==> config.mk <==
export PLATFORM = sky130hd
export DESIGN_NAME = pc_fetch_unit_flat
export DESIGN_NICKNAME = d
export VERILOG_FILES = /design/src/rtl/fetch_pkg.sv /design/src/rtl/pc_fetch_unit_if.sv /design/src/rtl/fetch_timeout_counter.sv /design/src/rtl/pc_fetch_unit.sv /design/src/flat_wrapper.sv
export SDC_FILE = /design/constraint.sdc
export NUM_CORES = 1
export LEC_CHECK = 0
export ABC_AREA = 1
export BUFFER_PORTS_ARGS = -buffer_cell sky130_fd_sc_hd__buf_2
export CORE_MARGIN = 10
export CORE_UTILIZATION = 48
export DETAILED_ROUTE_END_ITERATION = 10
export MAX_ROUTING_LAYER = met4
export PLACE_DENSITY = 0.93
export SLEW_MARGIN = 20
export SYNTH_ARGS = -nofsm -noshare
export SYNTH_HDL_FRONTEND = slang
export SYNTH_SLANG_ARGS = --single-unit
export TNS_END_PERCENT = 20
==> constraint.sdc <==
create_clock -name clk_i -period 3.4 [get_ports clk_i]
set_input_delay 0.51 -clock clk_i [delete_from_list [all_inputs] [get_ports clk_i]]
set_output_delay 0.51 -clock clk_i [all_outputs]
set_load 0.02 [all_outputs]
==> src/rtl/fetch_pkg.sv <==
// Shared types and constants for the PC fetch unit.
package fetch_pkg;

  typedef enum logic [1:0] {
    IDLE  = 2'd0,
    REQ   = 2'd1,
    HOLD  = 2'd2,
    FAULT = 2'd3
  } fetch_state_t;

  typedef enum logic [1:0] {
    FC_NONE     = 2'd0,
    FC_MISALIGN = 2'd1,
    FC_TIMEOUT  = 2'd2
  } fault_code_t;

  localparam logic [31:0] PC_INCR = 32'd4;

endpackage

==> src/rtl/pc_fetch_unit_if.sv <==
// Fetch-unit bus: next-PC input, imem req/ack, decode valid/ready and status outputs.
interface pc_fetch_unit_if;

  logic [31:0] next_pc;
  logic        imem_req;
  logic [31:0] imem_addr;
  logic        imem_ack;
  logic [31:0] imem_rdata;
  logic [31:0] ir;
  logic        ir_valid;
  logic        ir_ready;
  logic [31:0] pc;
  logic [31:0] pc_plus4;
  logic        fault;
  logic [1:0]  fault_code;

  modport master (
    input  next_pc, imem_ack, imem_rdata, ir_ready,
    output imem_req, imem_addr, ir, ir_valid, pc, pc_plus4, fault, fault_code
  );

  modport slave (
    output next_pc, imem_ack, imem_rdata, ir_ready,
    input  imem_req, imem_addr, ir, ir_valid, pc, pc_plus4, fault, fault_code
  );

endinterface

==> src/rtl/fetch_timeout_counter.sv <==
// 16-bit up-counter that flags the cycle in which it would reach a non-zero limit.
module fetch_timeout_counter (
  input  logic        clk_i,
  input  logic        rst_i,
  input  logic        clr_i,
  input  logic        en_i,
  input  logic [15:0] limit_i,
  output logic        expired_o
);

  logic [15:0] cnt_q, cnt_d, cnt_inc;

  assign cnt_inc = cnt_q + 16'd1;

  always_comb begin
    cnt_d = cnt_q;
    if (clr_i) begin
      cnt_d = '0;
    end else if (en_i) begin
      cnt_d = cnt_inc;
    end
  end

  // Expiry is raised on the increment that lands on the limit, so a limit of N
  // ends the wait after exactly N enabled cycles.
  assign expired_o = en_i && !clr_i && (limit_i != 16'd0) && (cnt_inc == limit_i);

  always_ff @(posedge clk_i or posedge rst_i) begin
    if (rst_i) begin
      cnt_q <= '0;
    end else begin
      cnt_q <= cnt_d;
    end
  end

endmodule

==> src/rtl/pc_fetch_unit.sv <==
// Program counter and instruction fetch sequencer with misalign and timeout faults.
module pc_fetch_unit
  import fetch_pkg::*;
#(
  parameter logic [31:0] RESET_VECTOR   = 32'h0000_0000,
  parameter int unsigned TIMEOUT_CYCLES = 255
) (
  input logic             clk_i,
  input logic             rst_i,
  pc_fetch_unit_if.master bus
);

  localparam logic [15:0] TIMEOUT_LIMIT = TIMEOUT_CYCLES[15:0];

  fetch_state_t state_q, state_d;
  fault_code_t  fault_code_q, fault_code_d;
  logic [31:0]  pc_q, pc_d;
  logic [31:0]  ir_q, ir_d;
  logic         ack_take, hs_done, misaligned;
  logic         tmo_clr, tmo_en, tmo_expired;

  assign ack_take   = (state_q == REQ) && bus.imem_ack;
  assign hs_done    = (state_q == HOLD) && bus.ir_ready;
  assign misaligned = (bus.next_pc[1:0] != 2'b00);
  assign tmo_en     = (state_q == REQ);
  assign tmo_clr    = (state_q != REQ) || bus.imem_ack;

  fetch_timeout_counter u_tmo (
    .clk_i     (clk_i),
    .rst_i     (rst_i),
    .clr_i     (tmo_clr),
    .en_i      (tmo_en),
    .limit_i   (TIMEOUT_LIMIT),
    .expired_o (tmo_expired)
  );

  always_ff @(posedge clk_i or posedge rst_i) begin
    if (rst_i) begin
      state_q <= IDLE;
    end else begin
      state_q <= state_d;
    end
  end

  always_comb begin
    state_d = state_q;
    unique case (state_q)
      IDLE: state_d = REQ;
      REQ: begin
        if (bus.imem_ack) begin
          state_d = HOLD;
        end else if (tmo_expired) begin
          state_d = FAULT;
        end
      end
      HOLD: begin
        if (bus.ir_ready) begin
          state_d = misaligned ? FAULT : REQ;
        end
      end
      FAULT: state_d = FAULT;
      default: state_d = IDLE;
    endcase
  end

  always_comb begin
    bus.imem_req = (state_q == REQ);
    bus.ir_valid = (state_q == HOLD);
    bus.fault    = (state_q == FAULT);
  end

  // FAULT is terminal, so the first code written is never overwritten.
  always_comb begin
    pc_d         = pc_q;
    ir_d         = ir_q;
    fault_code_d = fault_code_q;
    if (ack_take) begin
      ir_d = bus.imem_rdata;
    end
    if ((state_q == REQ) && !bus.imem_ack && tmo_expired) begin
      fault_code_d = FC_TIMEOUT;
    end
    if (hs_done) begin
      if (misaligned) begin
        fault_code_d = FC_MISALIGN;
      end else begin
        pc_d = bus.next_pc;
      end
    end
  end

  always_ff @(posedge clk_i or posedge rst_i) begin
    if (rst_i) begin
      pc_q         <= RESET_VECTOR;
      ir_q         <= '0;
      fault_code_q <= FC_NONE;
    end else begin
      pc_q         <= pc_d;
      ir_q         <= ir_d;
      fault_code_q <= fault_code_d;
    end
  end

  assign bus.imem_addr  = pc_q;
  assign bus.pc         = pc_q;
  assign bus.pc_plus4   = pc_q + PC_INCR;
  assign bus.ir         = ir_q;
  assign bus.fault_code = fault_code_q;

endmodule

==> src/flat_wrapper.sv <==
// flat-port wrapper written by rule: the top's interface ports become plain ports
module pc_fetch_unit_flat import fetch_pkg::*;
#(
  parameter logic [31:0] RESET_VECTOR   = 32'h0000_0000,
  parameter int unsigned TIMEOUT_CYCLES = 255
)
  (clk_i, rst_i, bus_next_pc, bus_imem_ack, bus_imem_rdata, bus_ir_ready, bus_imem_req, bus_imem_addr, bus_ir, bus_ir_valid, bus_pc, bus_pc_plus4, bus_fault, bus_fault_code);
  pc_fetch_unit_if bus_i ();
  input logic clk_i;
  input logic rst_i;
  input wire logic [$bits(bus_i.next_pc)-1:0] bus_next_pc;
  input wire logic [$bits(bus_i.imem_ack)-1:0] bus_imem_ack;
  input wire logic [$bits(bus_i.imem_rdata)-1:0] bus_imem_rdata;
  input wire logic [$bits(bus_i.ir_ready)-1:0] bus_ir_ready;
  output wire logic [$bits(bus_i.imem_req)-1:0] bus_imem_req;
  output wire logic [$bits(bus_i.imem_addr)-1:0] bus_imem_addr;
  output wire logic [$bits(bus_i.ir)-1:0] bus_ir;
  output wire logic [$bits(bus_i.ir_valid)-1:0] bus_ir_valid;
  output wire logic [$bits(bus_i.pc)-1:0] bus_pc;
  output wire logic [$bits(bus_i.pc_plus4)-1:0] bus_pc_plus4;
  output wire logic [$bits(bus_i.fault)-1:0] bus_fault;
  output wire logic [$bits(bus_i.fault_code)-1:0] bus_fault_code;
  assign bus_i.next_pc = bus_next_pc;
  assign bus_i.imem_ack = bus_imem_ack;
  assign bus_i.imem_rdata = bus_imem_rdata;
  assign bus_i.ir_ready = bus_ir_ready;
  assign bus_imem_req = bus_i.imem_req;
  assign bus_imem_addr = bus_i.imem_addr;
  assign bus_ir = bus_i.ir;
  assign bus_ir_valid = bus_i.ir_valid;
  assign bus_pc = bus_i.pc;
  assign bus_pc_plus4 = bus_i.pc_plus4;
  assign bus_fault = bus_i.fault;
  assign bus_fault_code = bus_i.fault_code;
  pc_fetch_unit #(.RESET_VECTOR(RESET_VECTOR), .TIMEOUT_CYCLES(TIMEOUT_CYCLES)) u_core (.clk_i(clk_i), .rst_i(rst_i), .bus(bus_i));
endmodule
# After elaboration in Yosys (flattened, before gate mapping)
# Index checks and enable logic that the tools add are counted.
[classes]
addsub = 2
multipliers = 0
div = 0
n_lt_le_gt_ge = 0
n_eq_ne = 7
shift = 0
n_mux = 10
bitwise_logic = 1
reduce_logical = 14
[ops]
columns = ["operator", "n"]
rows = [
  ["32-bit by 3-bit adder with 32-bit output, second input constant", 1],
  ["16-bit 2-to-1 mux", 2],
  ["16-bit by 1-bit adder with 16-bit output, second input constant", 1],
  ["16-bit by 8-bit equality test with 1-bit output, second input constant", 1],
  ["2-bit 2-to-1 mux", 7],
  ["2-bit one-hot mux with 4 select lines", 1],
  ["1-bit logical AND", 6],
  ["2-bit equality test, second input constant", 2],
  ["2-bit AND reduction", 2],
  ["2-bit nonzero test", 2],
  ["3-bit by 2-bit inequality test with 1-bit output, second input constant", 1],
  ["2-bit by 1-bit equality test with 1-bit output, second input constant", 1],
  ["1-bit logical NOT", 2],
  ["2-bit logical NOT", 1],
  ["2-bit by 1-bit inequality test with 1-bit output, second input constant", 1],
  ["2-bit inequality test, second input constant", 1],
  ["1-bit logical OR", 1],
  ["1-bit inverter", 1],
]
[word_totals]
register_bits = 84
latch_bits = 0
mem_bits_rw = 0
romBits = 0
inputBits = 68
out_inout_bits = 133
word_cells = 39
memories = 0

# Longest topological paths before layout
[logic_depth]
ltp_word = 9
depth_mapped = 13
depth_no_buf = 13

# By module
# Synthesis repeated with hierarchy kept, for this count alone.
[hier_totals]
hier_cells = 730
area_unflattened_um2 = 5202.5
[by_module_without_submodules]
columns = ["module", "n_inst", "cells_each", "area_per_inst_um2", "seq_area_each_um2"]
rows = [
  ["pc_fetch_unit", 1, 503, 3798.6, 1701.6],
  ["fetch_timeout_counter", 1, 227, 1403.8, 400.4],
]

# Worst setup path after synthesis
# OpenSTA, ideal clock, no wires.
[synth_timing]
path_kind = "reg2out"
start = "reg u_core.pc_q[3] (netlist: u_core.bus.imem_addr[3])"
end = "out bus_pc_plus4[30]"
t_arrival_ns = 1.935
required_ns = 2.890
slack_ns = 0.955
path_stages_with_launch = 10
n_path_buf = 0
path_cell_list = "dfrtp_1 > ha_1 > nand3_2 > nor2_4 > nand2_4 > nor2_4 > nand2_2 > nor3b_4 > nand3_2 > xor2_1"
[synth_via]
elab_chain_cells = 1
[synth_rtl]
columns = ["element", "line", "text"]
rows = [
  ["start, declared", "pc_fetch_unit.sv:17", "logic [31:0] pc_q, pc_d;"],
  ["start signal, assigned", "pc_fetch_unit.sv:98", "pc_q <= pc_d;"],
  ["32-bit by 3-bit adder with 32-bit output", "pc_fetch_unit.sv:106", "assign bus.pc_plus4 = pc_q + PC_INCR;"],
  ["end, declared", "flat_wrapper.sv:20", "output wire logic [$bits(bus_i.pc_plus4)-1:0] bus_pc_plus4;"],
]
# Every way passes these cells.

# Worst setup path after layout
# Same ends and word-level chain as after synthesis.

==> results.cfg <==
[layout]
area_growth_pct = 24.2
fin_nets = 758
multi_input_area_um2 = 1930
n_fill_cell = 808
stdcell_count = 821
drive_above_1_share_pct = 40.8
antenna_cells = 0
area.sequential_um2 = 2100
final_area_um2 = 5650
fin_util_pct = 61.1

[synthesis]
synth_commonest_cells = 127 x nand2_1, 84 x dfrtp_1, 52 x nor2_1
syn_area_um2 = 4540
synthArstFlopShare_pct = 100
syn_nets = 588
ys_seq_area_share_pct = 46.3
ys_seq_elements = 84
synth.area.top_cells = dfrtp_1 46%, nand2_1 10%, mux2_2 7.9%
yosysTopAreaCellShare_pct = 46.3
synth_flop_cell = dfrtp_1
syn_area_per_cell_um2 = 8.79
synth_most_common_cell = nand2_1
yosys_warnings = 0
synth_edf_count = 0
synthCells = 517
netlist-cell-type-count = 32
yosysTopAreaCell = dfrtp_1

[worst_setup_path]
cp-startpoint = u_core.bus.imem_addr[3]
cp-start-kind = flip-flop
arrival_ns = 2.28
path_max_fanout = 5
worstSetupEndpointType = output port
ff2ff_setup_slack_ns = 1.50
crit_end = bus_pc_plus4[30]
r2r_cells = 7
slowest_delay_ns = 0.44
worst-path-buf-inv = 1
worstPathRequired_ns = 2.89
r2r-end = u_core.bus.imem_addr[9]
slowest_stage = dfrtp_1
cp_top_family = simple AND/OR/NAND/NOR gates
r2r_start = u_core.state_q[1]
critPathKind = reg -> out
cp.depth = 10
cp_cell_sequence = ha_1, nand3_2, nor2_4, nand2_4, nor2_4, nand2_2, nor3b_4, nand3_2, xor2_1, buf_2

[clocking]
clock_path_buffers = 2
clock_latency_ns = 0.36
hold_buffers = 0
clock_sinks = 84
cts_tree = done
cts.repair.resized = 0
cts_root_buf = clkbuf_8
htreeDepth = 3
cts_setup_buffers = 0
numCtsBuffers = 9
clk_pin_slew_worst_paths_ns = 0.10

[sta]
tightest_slew_ns = 0.905
timing.final.crit_share_pct = 82.0
tns_ns = 0
rsz0062_at_grt = no
finalWorstSetupSlack_ns = 0.612
clock_skew_ns = 0.00866
relSlewSlack_pct = 39.6
max_freq_mhz = 359
maxSlewViolCount = 0
final-hold-violation-count = 0
min_period_ns = 2.79
setup_viol = 0

[placed_design]
dp_cells = 805
port_buffers = 200
pre_cts_ws_ns = 0.998
gp_congestion = 0.925
placed_cell_area_um2 = 5440
dp_hpwl_um = 10400

[grt]
grt_max_degree = 54
grt_pass1_vias = 4258
antenna_found_initial = 0
overflow = 0
grt_usage_pct = 18.6
grt_pass1_wl_um = 20800

[min_path]
holdCritPathClass = in -> async

[die]
start_util_pct = 49.2
die_y_um = 117
pin_count = 201
rows = 35
dieArea_um2 = 13800
coreArea_um2 = 9240
die_x_um = 117

[power_and_ir_drop]
power_switching_w = 0.000431
pwr-share-seq_pct = 55.1
p_comb_share_pct = 3.4
swShare_pct = 23.8
ir_drop_uv = 331
powerDensity_nw_per_um2 = 321
p_clk_share_pct = 41.5
leakagePower_nw = 3.11
internal-power_w = 0.00138

[drt]
wl_per_cell_um = 15.6
final_antenna_net_count = 0
vias_per_cell = 4.89
drt_iter0_markers = 265
num_vias = 4013
drt-total-wl_um = 12800
route.detailed.drc = 0
dr.pass1.iters = 4

[job]
drv_cap = 0

[outcome]
run_status = finished clean
cell families (layout without fill, tap and decap cells):
kind of cell | count (synthesis) | count (layout) | share of synthesized area (%)
adders and majority gates | 3 | 3 | 0.826
xor gates and xnor gates | 31 | 31 | 5.97
and+or+nand+nor | 239 | 239 | 24.6
AOI/OAI and AO/OA | 27 | 27 | 3.06
muxes | 32 | 32 | 7.93
buffers and inverters | 101 | 276 | 11.3
DFF | 84 | 84 | 46.3
layout by cell type (no fill, tap or decap), types with 6 or more instances in the layout:
| cell type | n |
|---|---|
| dfrtp_1 | 84 |
| nor3_1 | 7 |
| nand2_1 | 127 |
| nand3_1 | 17 |
| clkbuf_8 | 9 |
| o21ai_0 | 21 |
| mux2_2 | 32 |
| nand4_1 | 10 |
| nor2_4 | 6 |
| nor2_1 | 51 |
| nor2_2 | 7 |
| xor2_1 | 27 |
| buf_2 | 200 |
| inv_1 | 50 |
worst min-delay path by stage:
| stage | start | endpoint | slack, ns |
|---|---|---|---|
| 2_1_floorplan | u_core.u_tmo.cnt_q[0] | u_core.u_tmo.cnt_q[0] | 0.45 |
| 3_3_place_gp | u_core.bus.fault_code[0] | u_core.bus.fault_code[0] | 0.46 |
| 3_5_place_dp | u_core.bus.fault_code[0] | u_core.bus.fault_code[0] | 0.46 |
| 4_1_cts | rst_i | u_core.bus.ir[9] | 0.34 |
| 5_1_grt | bus_next_pc[8] | u_core.bus.imem_addr[8] | 0.34 |
| 6_report | rst_i | u_core.bus.ir[9] | 0.32 |
through the flow:
step	total power, W	hold WS, ns
final	0.00181	0.316
after global placement	0.00108	0.458
after floorplan	0.00103	0.455
after global routing	0.00188	0.340
after CTS	0.00183	0.338
after detailed placement	0.00108	0.464
worst reg2reg max path: cells and delay by family (launching register included):
kind	cells	cell delay (ns)
simple gates	5	0.98
buf+inv	2	0.43
flops	1	0.39
registers in the layout, indices dropped and copies added, names as in the netlist:
register	cells
u_core.bus.fault_code	2
u_core.bus.imem_addr	32
u_core.bus.ir	32
u_core.state_q	2
u_core.u_tmo.cnt_q	16
power groups by stage:
stage	Combinational, W	Clock (W)	Sequential [W]
2_1_floorplan	0.0000158	0	0.00102
3_3_place_gp	0.0000601	0	0.00102
3_5_place_dp	0.0000625	0	0.00102
4_1_cts	0.0000628	0.000766	0.000998
5_1_grt	0.0000690	0.000810	0.000998
6_report	0.0000608	0.000751	0.000998
metal layers:
metal	routed length (um)	up-vias	GRT usage, %
met5	0	-	-
met4	324	0	7.20
met3	786	27	4.36
met2	6230	152	30.5
met1	5480	1897	21.6
li1	-	1937	-
final cells by class:
cell class              count  area share [%]
multi-input cells         332            34.3
well taps                 129            2.86
clock buffers               9            2.19
inverters                  56            3.75
repair buffers            204            18.3
clock inverters             7            1.44
flip-flops and latches     84            37.2
(Power assumes the default switching activity.)
